**config.mk**
```make
export PLATFORM = sky130hd
export DESIGN_NAME = answer_judge
export DESIGN_NICKNAME = d
export VERILOG_FILES = /design/src/rtl/answer_judge.sv
export SDC_FILE = /design/constraint.sdc
export NUM_CORES = 1
export LEC_CHECK = 0
export BUFFER_PORTS_ARGS = -buffer_cell sky130_fd_sc_hd__clkbuf_2
export CORE_MARGIN = 2
export CORE_UTILIZATION = 45
export CTS_BUF_LIST = sky130_fd_sc_hd__clkbuf_4
export DETAILED_ROUTE_END_ITERATION = 12
export PLACE_DENSITY = 0.7
export SYNTH_ARGS = -nofsm -noshare
export SYNTH_HDL_FRONTEND = slang
export SYNTH_SLANG_ARGS = --single-unit
```
**constraint.sdc**
```tcl
create_clock -name clk -period 2.2 [get_ports clk]
set_input_delay 0.22 -clock clk [delete_from_list [all_inputs] [get_ports clk]]
set_output_delay 0.22 -clock clk [all_outputs]
set_load 0.1 [all_outputs]
```
**src/rtl/answer_judge.sv**
```systemverilog
// Quiz answer checker: buffers BCD keypad digits, compares the submission with a
// target latched at round start, and limits the player to MAX_TRY attempts.
module answer_judge #(
  parameter int DIGITS  = 4,
  parameter int MAX_TRY = 3
) (
  input  logic                  clk,
  input  logic                  reset,
  input  logic                  start,
  input  logic [4*DIGITS-1:0]   target,
  input  logic                  key_valid,
  input  logic [3:0]            key_code,
  output logic [3:0]            correct,
  output logic [3:0]            wrong,
  output logic [3:0]            fail,
  output logic [4*DIGITS-1:0]   entry,
  output logic [3:0]            entry_len,
  output logic [3:0]            tries_left,
  output logic                  busy
);

  localparam int         W     = 4 * DIGITS;
  localparam logic [3:0] DIG_N = 4'(DIGITS);
  localparam logic [3:0] TRY_N = 4'(MAX_TRY);
  localparam logic [3:0] KEY_BS    = 4'hA;
  localparam logic [3:0] KEY_ENTER = 4'hB;

  typedef enum logic [2:0] {IDLE, ENTRY, CHECK, WIN, LOSE} state_t;

  state_t         state, state_n;
  logic [W-1:0]   target_q, target_n, entry_n;
  logic [3:0]     len_n, tries_n;
  logic           correct_n, wrong_n, fail_n;

  // All outputs come straight from flops so the display driver sees clean edges.
  always_ff @(posedge clk or posedge reset) begin
    if (reset) begin
      state      <= IDLE;
      target_q   <= '0;
      entry      <= '0;
      entry_len  <= '0;
      tries_left <= '0;
      correct    <= '0;
      wrong      <= '0;
      fail       <= '0;
      busy       <= 1'b0;
    end else begin
      state      <= state_n;
      target_q   <= target_n;
      entry      <= entry_n;
      entry_len  <= len_n;
      tries_left <= tries_n;
      correct    <= {3'b000, correct_n};
      wrong      <= {3'b000, wrong_n};
      fail       <= {3'b000, fail_n};
      busy       <= (state_n == ENTRY) || (state_n == CHECK);
    end
  end

  always_comb begin
    state_n   = state;
    target_n  = target_q;
    entry_n   = entry;
    len_n     = entry_len;
    tries_n   = tries_left;
    correct_n = correct[0];
    fail_n    = fail[0];
    wrong_n   = 1'b0;
    if (start) begin
      // A new round overrides everything, including a key arriving on the same cycle.
      target_n  = target;
      entry_n   = '0;
      len_n     = '0;
      tries_n   = TRY_N;
      correct_n = 1'b0;
      fail_n    = 1'b0;
      state_n   = ENTRY;
    end else begin
      case (state)
        ENTRY: begin
          if (key_valid) begin
            if (key_code <= 4'd9) begin
              if (entry_len < DIG_N) begin
                entry_n = W'({entry, key_code});
                len_n   = entry_len + 4'd1;
              end
            end else if (key_code == KEY_BS) begin
              if (entry_len != 4'd0) begin
                entry_n = entry >> 4;
                len_n   = entry_len - 4'd1;
              end
            end else if (key_code == KEY_ENTER) begin
              if (entry_len == DIG_N) state_n = CHECK;
            end
          end
        end
        CHECK: begin
          if (entry == target_q) begin
            correct_n = 1'b1;
            state_n   = WIN;
          end else begin
            wrong_n = 1'b1;
            tries_n = tries_left - 4'd1;
            entry_n = '0;
            len_n   = '0;
            if (tries_n == 4'd0) begin
              fail_n  = 1'b1;
              state_n = LOSE;
            end else begin
              state_n = ENTRY;
            end
          end
        end
        default: ;
      endcase
    end
  end

endmodule

```
==> results of run 1 <==
==> registers in the layout, summed over array words and instances (netlist names), 3 cells and up <==
signal / flops
entry: 16
entry_len: 4
state: 3
target_q: 16
tries_left: 4
==> stage by stage <==
stage,setup WS [ps],cells
2_1_floorplan,8.58,219
3_3_place_gp,259,330
6_report,212,339
5_1_grt,52.2,339
3_5_place_dp,196,330
4_1_cts,173,339
==> power by group <==
| group | internal [uW] | leakage, uW | switching (uW) |
|---|---|---|---|
| Sequential | 909 | 0.000574 | 44.6 |
| Combinational | 129 | 0.000683 | 296 |
| Clock | 234 | 0.0000426 | 280 |
==> cells in the final DEF, fill, tap and decap left out, drive strengths merged, types with 3 or more instances in the layout <==
master	instances
buf	7
a32o	5
dfrtp	47
o21ai	6
nor4b	3
nand3	3
inv	11
clkbuf	56
o2bb2ai	13
conb	9
nand4	4
xnor2	18
a21oi	6
nor3	4
nand2	6
nor4	3
mux2	18
nor2	10
mux2i	10
ha	4
==> final timing paths <==
check / endpoint / cells after the start
min in group asynchronous: entry[0] / 4
worst min-delay path: target_q[9] / 2
worst max-delay path: fail[0] / 7
worst min register to register: correct[0] / 2
worst max register to register: fail[0] / 7
max in group asynchronous: tries_left[0] / 4
==> final cells by class <==
class	count	area (sq um)	area share (%)
sequential	47	1200	41.8
multi-input combinational	144	1150	39.9
tap	70	87.6	3.05
clock buffer	5	37.5	1.31
timing repair buffer	59	318	11.1
inverter	11	41.3	1.44
clock inverter	3	38.8	1.35
==> logic make-up (layout without fill, tap and decap cells) <==
kind of cell / Yosys count / after routing / synth area share, %
mux: 28 / 28 / 12.4
flops: 47 / 47 / 48.2
simple gates: 44 / 44 / 10.6
fa+ha+maj: 5 / 5 / 2.87
other cells: 1 / 9 / 0.154
compound gates: 40 / 40 / 13.0
xor+xnor: 18 / 18 / 6.45
buf+inv: 28 / 78 / 6.40
==> layer usage <==
layer | part of all wire (%) | GRT usage, % | vias to the layer above
met5 | 0 | 0 | -
li1 | - | - | 863
met1 | 46 | 24.6 | 890
met4 | 0.75 | 6.79 | 0
met3 | 5.2 | 4.53 | 4
met2 | 49 | 30.2 | 49
==> repair_timing <==
| item | in CTS | in global routing |
|---|---|---|
| resized for setup | 0 | 1 |
| hold buffers | 1 | 0 |
| setup buffers | 0 | 0 |
| endpoints found under the hold margin | 45 | 0 |
| endpoints found under the setup margin | 0 | 3 |
==> metrics.txt, run 1 <==
cell area after synthesis roughly 2400 sq um; Min-Delay Path Class primary input to register; n_diodes 0; clock latency on the worst-skew pair between 300 and 400 ps; antenna violation net count after detailed routing 0; Crit path largest cell delay between 400 and 500 ps; vias about 1.8k; minimum clock period 1990 ps; register area share after synthesis between 40% and 50%; grt total ovfl 0; Rows 26; Synth area leaders dfrtp_1, mux2_2, xnor2_1; Crit. Startpoint tries_left[0]; CTS H-tree lvls 2; antenna violations before repair 0; die height approximately 78 um; Num CTS Buffers 5; worst hold margin between 70 and 80 ps; CP max FO 7; post-synth top area cell dfrtp_1; final hold violations 0; largest net degree at the start of global routing 48; Mean Syn Cell Area ~12 sq um; vias in the first global route ~1.8k; top-area cell type share of the netlist area roughly 48%; P&R area growth vs syn 17.5%; Total GRT Usage between 10% and 20%; RSZ-0062 raised after global routing no; FMAX roughly 0.5 GHz; final wirelength 5170 um; Distinct cells, synth 46; starting density of the core between 40% and 50%; flops & latches, synth 47; Post-Synthesis Cells roughly 210; VDD IR max 411 uV; worst clock skew ~21 ps; relative slew slack between 60% and 70%; clk buf depth 2; Final Wtd Congestion roughly 0.8; worst-path cell chain inv_1 > ha_1 > or2_2 > o21ai_0 > mux2i_1 > or3b_2 > o2bb2ai_1; Pleak about 0.0013 uW; CP Data Required Time approximately 2500 ps; delay-heaviest family, CP simple AND/OR/NAND/NOR gates; Ys Warns 0; critical path class register to register; Async S/R FF share, synth 100%; predominant post-synthesis flop cell dfrtp_1; Design Area, Final about 2900 sq um; CTS tree done; DR WL/cell approximately 15 um; share of layout cells above drive strength 1 about two fifths; post-layout util between 50 and 60%; type of origin of the critical path register; placed inst area roughly 2800 sq um; total negative slack 0 ps; Post-synth EDFFs 0; crit path max-delay cell type dfrtp_4; core footprint 5170 sq um; Final Cycle Share between 90% and 100%; # fillers 456; worst slew pin tran just under 600 ps; root buf cell clkbuf_4; most frequent cell after synthesis dfrtp_1; P per Cell Area about 660 nW/um^2; worst r2r src tries_left[0]; Critical path buffers and inverters 1; # setup viols final 0; nets@finish ~300; Worst-path clk slew approximately 130 ps; crit end category register; Horiz. Die Dim approximately 80 um; vias per std cell 5.33; area of the die around 6000 sq um; status finished, final reports clean; HPWL Detailed between 3000 and 4000 um; first-pass GRT wire length 8810 um; CP Data Arrival Time about 2300 ps; total of max-cap violations 0; Post-synth top cells dfrtp_1, mux2_2, xnor2_1; # DRC 0; router iterations before antenna repair 4; IO buf count 51; Worst R2R Setup Slack between 200 and 250 ps; Slew Limit Fails 0; # clock sinks between 40 and 50; io pins just over 60; Initial DRC Count between 70 and 80; total power 1890 uW; hold_sp target[9]
Power figures use the tool's default switching activity.
==> run 2, diff against run 1 <==
CORE_MARGIN = 5   (was 2)
==> metrics.txt, run 2 (synthesis gave the netlist of run 1 again) <==
status complete, but fails checks; P&R area growth vs syn 17.0%; root buf cell clkbuf_4; io pins between 60 and 70; # clock sinks 47; FMAX just over 0.5 GHz; Largest regs entry (16), target_q (16); Pleak between 0.001 and 0.0015 uW; DR WL/cell around 16 um; vias in the first global route between 1.5k and 2k; largest net degree at the start of global routing 40; HPWL Detailed between 4000 and 5000 um; critical path class register to register; type of origin of the critical path register; CP Data Required Time around 2500 ps; Initial DRC Count 63; worst clock skew 15.9 ps; starting density of the core about 47%; grt total ovfl 0; first-pass GRT wire length 9260 um; P per Cell Area ~630 nW/um^2; Worst-path clk slew around 150 ps; clock latency on the worst-skew pair 360 ps; RSZ-0062 raised after global routing no; Horiz. Die Dim between 80 and 90 um; relative slew slack 46.4%; hold_buf cts 0; worst slew pin tran between 800 and 900 ps; nets@finish ~300; final wirelength about 5300 um; crit end category register; antenna violation net count after detailed routing 0; failing checks negative hold slack; n_diodes 0; total of max-cap violations 0; RR Endpoint fail[0]; Worst R2R Setup Slack 240 ps; CP Data Arrival Time around 2300 ps; core footprint roughly 5200 sq um; final hold violations 38; CTS H-tree lvls 2; vias approximately 1.8k; CTS tree done; Rows 26; vias per std cell 5.23; minimum clock period slightly below 2000 ps; die height approximately 84 um; clk buf depth 2; Min-Delay Path Class primary input to asynchronous set/reset pin; antenna violations before repair 0; setup ws final between 200 and 250 ps; Final Cycle Share ~90%; Final Wtd Congestion approximately 0.84; most frequent cells in the layout clkbuf_2, dfrtp_1, xnor2_1, mux2_2, dfrtp_2; worst r2r src tries_left[0]; share of layout cells above drive strength 1 just over 40%; # setup viols final 0; VDD IR max roughly 370 uV; Non-Filler Instances between 300 and 400; pre-CTS setup slack between 150 and 200 ps; IO buf count 51; worst hold margin -19.4 ps; total power between 1500 and 2000 uW; Num CTS Buffers 5; placed insts 332; # DRC 0; total negative slack 0 ps; Total GRT Usage between 15 and 20%; Worst R2R Path Depth 7; CP max FO 7; commonest non-fill, non-tap cell in the layout clkbuf_2; area of the die 7000 sq um; Slew Limit Fails 0; router iterations before antenna repair 4
## run 2: cell count changes in the layout (fill, tap and decap cells not counted)
cell	delta
buf_4	+2
bufinv_16	-1
clkinv_1	-1
clkinvlp_4	+2
dlygate4sd3_1	-1
## run 2: power by group
group | internal, uW | switching (uW)
Combinational | 130 | 297
Clock | 123 | 285
Sequential | 909 | 44.2
Total | 1160 | 627
## run 2: worst max-delay path by stage
| stage | from | to | slack [ps] | cells after the start |
|---|---|---|---|---|
| after CTS | tries_left[0] | busy | 190 | 7 |
| after global routing | tries_left[1] | fail[0] | 80 | 7 |
| after global placement | tries_left[0] | busy | 250 | 7 |
| after floorplan | entry_len[1] | entry_len[3] | 9 | 6 |
| final | tries_left[0] | fail[0] | 240 | 7 |
| after detailed placement | tries_left[0] | busy | 200 | 7 |
## run 2: what timing repair did
item | CTS | global route
setup endpoints to repair | 0 | 3
gates resized for setup | 0 | 1
buffers inserted | 0 | 0
## run 2: worst max-delay path, stage by stage (launching register included)
cell       delay [ps]
dfrtp_4           480
inv_1              50
ha_1              230
or2_2             290
o21ai_0           140
mux2i_1           120
or3b_2            450
o2bb2ai_1         140
## run 2: layout make-up
class | instances | area [sq um]
clock buffer | 5 | 37.5
clock inverter | 3 | 20.0
fill | 499 | 2350
inverter | 11 | 41.3
multi-input combinational | 144 | 1150
sequential | 47 | 1200
tap | 70 | 87.6
timing repair buffer | 60 | 323
## run 2: per-layer routing
layer / global-route usage, % / routed length [um]
met1: 21.0 / 2370
met2: 27.0 / 2630
met3: 3.75 / 265
met4: 5.26 / 65
met5: 0 / 0
## run 2: stage by stage
step / util [%] / cell area [sq um]
2_1_floorplan: - / 2500
5_1_grt: 54.9 / 2860
3_5_place_dp: 53.7 / 2790
4_1_cts: 54.8 / 2850
3_3_place_gp: 53.7 / 2790
6_report: 54.9 / 2860
